[src/rtl/vmu_pkg.sv]
`default_nettype none
// ============================================================================
// Module      : vmu_pkg
// Description : Shared types, default geometry and helpers for the vector
//               memory unit.
// Revision    : 1.0 - initial release
// ============================================================================
package vmu_pkg;

    typedef enum logic [1:0] {
        IDLE   = 2'd0,
        ACCESS = 2'd1,
        DONE   = 2'd2
    } state_t;

    localparam int          VMU_N        = 32;
    localparam int          VMU_LANES    = 4;
    localparam logic [31:0] VMU_ADDR_MAX = 32'h0003_D08F;
    localparam int          VMU_V        = VMU_N * VMU_LANES;
    localparam int          VMU_IDX_W    = (VMU_LANES > 1) ? $clog2(VMU_LANES) : 1;

    // Extract lane idx (N bits) from a packed V-bit vector.
    function automatic logic [VMU_N-1:0] lane_slice(input logic [VMU_V-1:0]     vec,
                                                    input logic [VMU_IDX_W-1:0] idx);
        return vec[idx*VMU_N +: VMU_N];
    endfunction

endpackage
`default_nettype wire

[src/rtl/vmu_addr_gen.sv]
`default_nettype none
// ============================================================================
// Module      : vmu_addr_gen
// Description : Lane address generator with out-of-range guard.
//               addr = base + idx*step (modulo 2^N); in_range = addr <= ADDR_MAX.
// Revision    : 1.0 - initial release
// ============================================================================
module vmu_addr_gen #(
    parameter int          N        = 32,
    parameter int          IDX_W    = 2,
    parameter logic [N-1:0] ADDR_MAX = 32'h0003_D08F
) (
    input  logic [N-1:0]     i_base,
    input  logic [N-1:0]     i_step,
    input  logic [IDX_W-1:0] i_idx,
    output logic [N-1:0]     o_addr,
    output logic             o_in_range
);

    logic [N-1:0] w_offset;

    // Offset and sum are truncated to N bits, so wrap-around is intentional.
    assign w_offset   = {{(N-IDX_W){1'b0}}, i_idx} * i_step;
    assign o_addr     = i_base + w_offset;
    assign o_in_range = (o_addr <= ADDR_MAX);

endmodule
`default_nettype wire

[src/rtl/vector_mem_unit.sv]
`default_nettype none
// ============================================================================
// Module      : vector_mem_unit
// Description : Memory stage for the vector pipeline. Scalar accesses pass
//               straight through; a vector access is serialised into LANES
//               single-word accesses while the pipeline is stalled.
// Revision    : 1.0 - initial release
// ============================================================================
module vector_mem_unit
    import vmu_pkg::*;
#(
    parameter int           N        = VMU_N,
    parameter int           LANES    = VMU_LANES,
    parameter logic [N-1:0] ADDR_MAX = VMU_ADDR_MAX
) (
    input  logic                 clk,
    input  logic                 rst,
    input  logic                 req,
    input  logic                 vect,
    input  logic                 we,
    input  logic                 stride_en,
    input  logic [N-1:0]         base_addr,
    input  logic [N-1:0]         stride,
    input  logic [N*LANES-1:0]   wdata,
    input  logic [N-1:0]         mem_rdata,
    output logic [N-1:0]         mem_addr,
    output logic [N-1:0]         mem_wdata,
    output logic                 mem_we,
    output logic [N*LANES-1:0]   rdata,
    output logic                 stall,
    output logic                 done,
    output logic                 range_err
);

    localparam int               V           = N * LANES;
    localparam int               IDX_W       = (LANES > 1) ? $clog2(LANES) : 1;
    localparam logic [IDX_W-1:0] c_LAST_IDX  = IDX_W'(LANES - 1);
    localparam logic [N-1:0]     c_UNIT_STEP = N'(N / 8);

    state_t           r_state;
    state_t           w_state_nxt;
    logic [IDX_W-1:0] r_idx;
    logic [N-1:0]     r_base;
    logic [N-1:0]     r_step;
    logic [V-1:0]     r_wdata;
    logic             r_we;
    logic             r_err;
    logic [V-1:0]     r_rdata;

    logic [N-1:0]     w_gen_base;
    logic [IDX_W-1:0] w_gen_idx;
    logic [N-1:0]     w_addr;
    logic             w_in_range;
    logic [N-1:0]     w_addr_guarded;
    logic [N-1:0]     w_rd_guarded;

    // One generator serves both paths: live base in IDLE (scalar), latched operands otherwise.
    always_comb begin
        w_gen_base = (r_state == IDLE) ? base_addr : r_base;
        w_gen_idx  = (r_state == IDLE) ? '0 : r_idx;
    end

    vmu_addr_gen #(
        .N        (N),
        .IDX_W    (IDX_W),
        .ADDR_MAX (ADDR_MAX)
    ) u_addr_gen (
        .i_base     (w_gen_base),
        .i_step     (r_step),
        .i_idx      (w_gen_idx),
        .o_addr     (w_addr),
        .o_in_range (w_in_range)
    );

    assign w_addr_guarded = w_in_range ? w_addr : '0;
    assign w_rd_guarded   = w_in_range ? mem_rdata : '0;

    // State register.
    always_ff @(posedge clk or posedge rst) begin
        if (rst) begin
            r_state <= IDLE;
        end else begin
            r_state <= w_state_nxt;
        end
    end

    // Next-state and output decode; reset forces all outputs to their idle values.
    always_comb begin
        w_state_nxt = r_state;
        mem_addr    = '0;
        mem_wdata   = '0;
        mem_we      = 1'b0;
        rdata       = r_rdata;
        stall       = 1'b0;
        done        = 1'b0;
        range_err   = 1'b0;
        if (!rst) begin
            case (r_state)
                IDLE: begin
                    if (req && vect) begin
                        stall       = 1'b1;
                        w_state_nxt = ACCESS;
                    end else if (req) begin
                        mem_addr  = w_addr_guarded;
                        mem_wdata = wdata[N-1:0];
                        mem_we    = we & w_in_range;
                        rdata     = {{(V-N){1'b0}}, w_rd_guarded};
                    end
                end
                ACCESS: begin
                    stall     = 1'b1;
                    mem_addr  = w_addr_guarded;
                    mem_wdata = lane_slice(r_wdata, r_idx);
                    mem_we    = r_we & w_in_range;
                    if (r_idx == c_LAST_IDX) begin
                        w_state_nxt = DONE;
                    end
                end
                DONE: begin
                    // req is still the same instruction here, so it is ignored.
                    done        = 1'b1;
                    range_err   = r_err;
                    w_state_nxt = IDLE;
                end
                default: begin
                    w_state_nxt = IDLE;
                end
            endcase
        end
    end

    // Operand latching, lane sequencing, load capture and sticky range error.
    always_ff @(posedge clk or posedge rst) begin
        if (rst) begin
            r_idx   <= '0;
            r_base  <= '0;
            r_step  <= '0;
            r_wdata <= '0;
            r_we    <= 1'b0;
            r_err   <= 1'b0;
            r_rdata <= '0;
        end else begin
            case (r_state)
                IDLE: begin
                    if (req && vect) begin
                        r_base  <= base_addr;
                        r_step  <= stride_en ? stride : c_UNIT_STEP;
                        r_wdata <= wdata;
                        r_we    <= we;
                        r_idx   <= '0;
                        r_err   <= 1'b0;
                    end
                end
                ACCESS: begin
                    if (!w_in_range) begin
                        r_err <= 1'b1;
                    end
                    if (!r_we) begin
                        r_rdata[r_idx*N +: N] <= w_rd_guarded;
                    end
                    if (r_idx != c_LAST_IDX) begin
                        r_idx <= r_idx + 1'b1;
                    end
                end
                default: begin
                end
            endcase
        end
    end

endmodule
`default_nettype wire
[config.mk]
export PLATFORM = sky130hd
export DESIGN_NAME = vector_mem_unit
export DESIGN_NICKNAME = d
export VERILOG_FILES = /design/src/rtl/vmu_pkg.sv /design/src/rtl/vmu_addr_gen.sv /design/src/rtl/vector_mem_unit.sv
export SDC_FILE = /design/constraint.sdc
export NUM_CORES = 1
export LEC_CHECK = 0
export ABC_AREA = 1
export ABC_CLOCK_PERIOD_IN_PS = 19300
export CAP_MARGIN = 40
export CORE_MARGIN = 1
export CORE_UTILIZATION = 53
export CTS_BUF_LIST = sky130_fd_sc_hd__clkbuf_4
export DETAILED_ROUTE_END_ITERATION = 16
export PLACE_DENSITY = 0.83
export SKIP_CTS_REPAIR_TIMING = 1
export SLEW_MARGIN = 20
export SYNTH_ARGS = -nofsm -noshare
export SYNTH_HDL_FRONTEND = slang
export SYNTH_SLANG_ARGS = --single-unit
[constraint.sdc]
create_clock -name clk -period 19.3 [get_ports clk]
set_input_delay 3.86 -clock clk [delete_from_list [all_inputs] [get_ports clk]]
set_output_delay 3.86 -clock clk [all_outputs]
set_load 0.02 [all_outputs]
==> impl_metrics.tcl <==
set metrics [dict create \
    status "completed" \
    cts-root-buf "clkbuf_4" \
    die_width_um 194.9 \
    grt_max_degree 105 \
    fin_crit_ps 12720 \
    synth_compound_area_share_pct 10.61 \
    tns_ps 0 \
    synth_top_cells_by_area "dfrtp_1 41%, nand2_1 18%, inv_1 7.2%" \
    async_flop_share_pct 100.0 \
    multi_input_area_sq_um 9371 \
    drtPass1Iterations 5 \
    relSlewSlack_pct 44.88 \
    viasPerCell 5.368 \
    num_rows 70 \
    cp-end-kind "primary output" \
    post_synth_xor_area_fraction_pct 0.04442 \
    initial_core_util_pct 53.85 \
    antenna_found_initial 6 \
    crit_path_max_fanout 17 \
    synth_fa_ha_area_share_pct 5.433 \
    power_leakage_nw 13.10 \
    worstReg2RegStart "r_idx[0]$_DFFE_PP0P_" \
    synth_area_per_cell_sq_um 7.026 \
    synth_top_family_by_area "simple AND/OR/NAND/NOR gates" \
    vias 19980 \
    crit_top_cell "nand2_1" \
    period_share_pct 65.93 \
    vdd_drop_max_v 0.00007271 \
    clk_pin_slew_ps 60 \
    arrival_ps 8860 \
    clk_latency_ps 790 \
    core_sq_um 36610 \
    yosysTopAreaCellShare_pct 41.38 \
    ys_seq_area_share_pct 41.38 \
    startpoint_type "primary input" \
    setup_viol 0 \
    port_buffers 411 \
    grt.overflow.total 0 \
    drive_above_1_share_pct 8.062 \
    seqCellArea_sq_um 8163 \
    yosys.area.top_type "dfrtp_1" \
    synth_mux_area_share_pct 0 \
    final-hold-violation-count 0 \
    gp_congestion 0.9580 \
    r2r_cells 30 \
    crit_type "in -> out" \
    r2r_slack_ps 13030 \
    pwr_density_cell_nw_per_um2 103.5 \
    crit_slowest_cell "clkdlybuf4s50_1" \
    wl_um 64340 \
    holdWs_ps 467.6 \
    utilization_pct 69.42 \
    netlist_area_sq_um 19720 \
    drc 0 \
    cpPeakStageDelay_ps 650 \
    crit_end "rdata[24]" \
    track_usage_pct 34.40 \
    tightest_slew_ps 826.7 \
    setup_ws_ps 6576 \
    rr_endpoint "r_rdata[55]$_DFFE_PP0P_" \
    cts_tree "yes" \
    synthSimpleGateAreaFrac_pct 30.96 \
    finClkSkew_ps 36.10 \
    ys_types 41 \
    nets 3490 \
    grt_setup_unrepaired "no" \
    dp.cells 3568 \
    synth_seq_cells 326 \
    crit_start "base_addr[1]" \
    post-place-ws_ps 6588 \
    grt_pass1_vias 19920 \
    synth_cells 2806 \
    ios 426 \
    hp-class "reg -> reg" \
    dp_hpwl_um 45810 \
    ys_warn_count 0 \
    die_y_um 194.9 \
    synthFlopType "dfrtp_1" \
    crit_required_ps 15440 \
    grt_pass1_wl_um 103500 \
    drv_cap 0 \
    dieArea_sq_um 37970 \
    numCtsBuffers 88 \
    drt-initial-drc-count 1737 \
    wire_per_inst_um 17.29 \
    synth_edf_count 0 \
    fillers 2992 \
    area_growth_pct 28.91 \
    cts_sinks 326 \
    instances_no_fill 3722 \
    max_freq_mhz 78.59 \
    cts_buffer_depth 3 \
    h-tree-depth 3 \
    ant_nets 0 \
    report.final.slew_viol_count 0 \
]
## power by group
group / switching (mW) / internal (mW)
clock network: 0.299 / 0.304
registers: 0.107 / 0.863
logic: 0.654 / 0.404
total: 1.06 / 1.57
## cell families after synthesis
family	count (synthesis)
AOI/OAI and AO/OA	396
xor gates and xnor gates	1
adders and majority gates	67
buffers and inverters	581
DFF	326
other	1
and+or+nand+nor	1434
## Yosys cell counts, types with 2 or more instances
cell,count
o21ai_2,2
a31oi_1,2
and2_1,3
ha_1,36
o22ai_1,2
o21a_1,2
nor3_2,2
nand2_1,956
inv_2,39
buf_1,16
nand3b_1,12
clkbuf_1,129
nand4_1,72
nor2_8,10
dfrtp_1,326
nor3_1,12
nor2_1,241
nand2_2,2
nor4_1,2
inv_1,376
a22oi_1,32
o21ai_1,66
o21bai_1,2
nand3_1,98
a21oi_1,76
a21o_1,2
buf_4,16
o21ai_0,209
fa_1,31
nor2_4,21
## sequential cells by signal (all words and copies together), names as in the netlist
| name | count |
|---|---|
| r_base | 32 |
| r_err | 1 |
| r_idx | 2 |
| r_rdata | 128 |
| r_state | 2 |
| r_step | 32 |
| r_wdata | 128 |
| r_we | 1 |
## layout make-up
type,count,share of cell area (%)
well taps,468,2.304
clock buffers,122,3.604
flip-flops and latches,326,32.12
inverters,416,6.183
clock inverters,25,0.5268
diodes,4,0.03938
multi-input cells,1912,36.87
repair buffers,449,18.35
## metal layers
metal / vias up / global-route usage [%] / routed length, um
li1: 9481 / - / -
met1: 9321 / 43.69 / 25640
met2: 989 / 56.02 / 30230
met3: 187 / 6.906 / 5577
met4: 2 / 17.32 / 2884
met5: - / 0 / 9
## cell usage in the layout, fill, tap and decap left out, drive strengths merged
master	count
xnor2	1
nor2	273
nand4	72
ha	36
buf	39
a31oi	2
nor4	2
nor3	14
conb	14
nand2	958
bufinv	1
a21o	2
a211oi	1
clkinv	19
o21a	2
a21oi	76
dfrtp	326
and2	3
a22oi	32
fa	31
clkinvlp	1
o21bai	2
nand3	98
diode	4
or2	1
clkbuf	122
o21ai	277
clkdlybuf4s50	410
nand3b	12
o22ai	2
inv	420
nor3b	1
## metrics by stage
| stage | cell area, sq um | power [mW] |
|---|---|---|
| 2_1_floorplan | 19760 | 1.598 |
| 3_3_place_gp | 23970 | 1.973 |
| 3_5_place_dp | 24280 | 2.015 |
| 4_1_cts | 25330 | 2.629 |
| 5_1_grt | 25420 | 2.812 |
| 6_report | 25420 | 2.631 |
## how the worst min path moves through the flow
stage,startpoint,end,cells after the start
after floorplan,r_wdata[0]$_DFFE_PP0P_,r_wdata[0]$_DFFE_PP0P_,2
after global placement,r_wdata[69]$_DFFE_PP0P_,r_wdata[69]$_DFFE_PP0P_,2
after detailed placement,r_wdata[25]$_DFFE_PP0P_,r_wdata[25]$_DFFE_PP0P_,2
after CTS,r_wdata[64]$_DFFE_PP0P_,r_wdata[64]$_DFFE_PP0P_,2
after global routing,r_wdata[6]$_DFFE_PP0P_,r_wdata[6]$_DFFE_PP0P_,2
final,r_wdata[14]$_DFFE_PP0P_,r_wdata[14]$_DFFE_PP0P_,2
## worst max-delay path, delay by kind of cell
family,cells,cell delay [ps]
AO/OA/AOI/OAI,3,540
buffers and inverters,10,2120
adder cells (fa/ha/maj),3,1070
AND/OR/NAND/NOR,14,1220
Power figures use the tool's default switching activity.
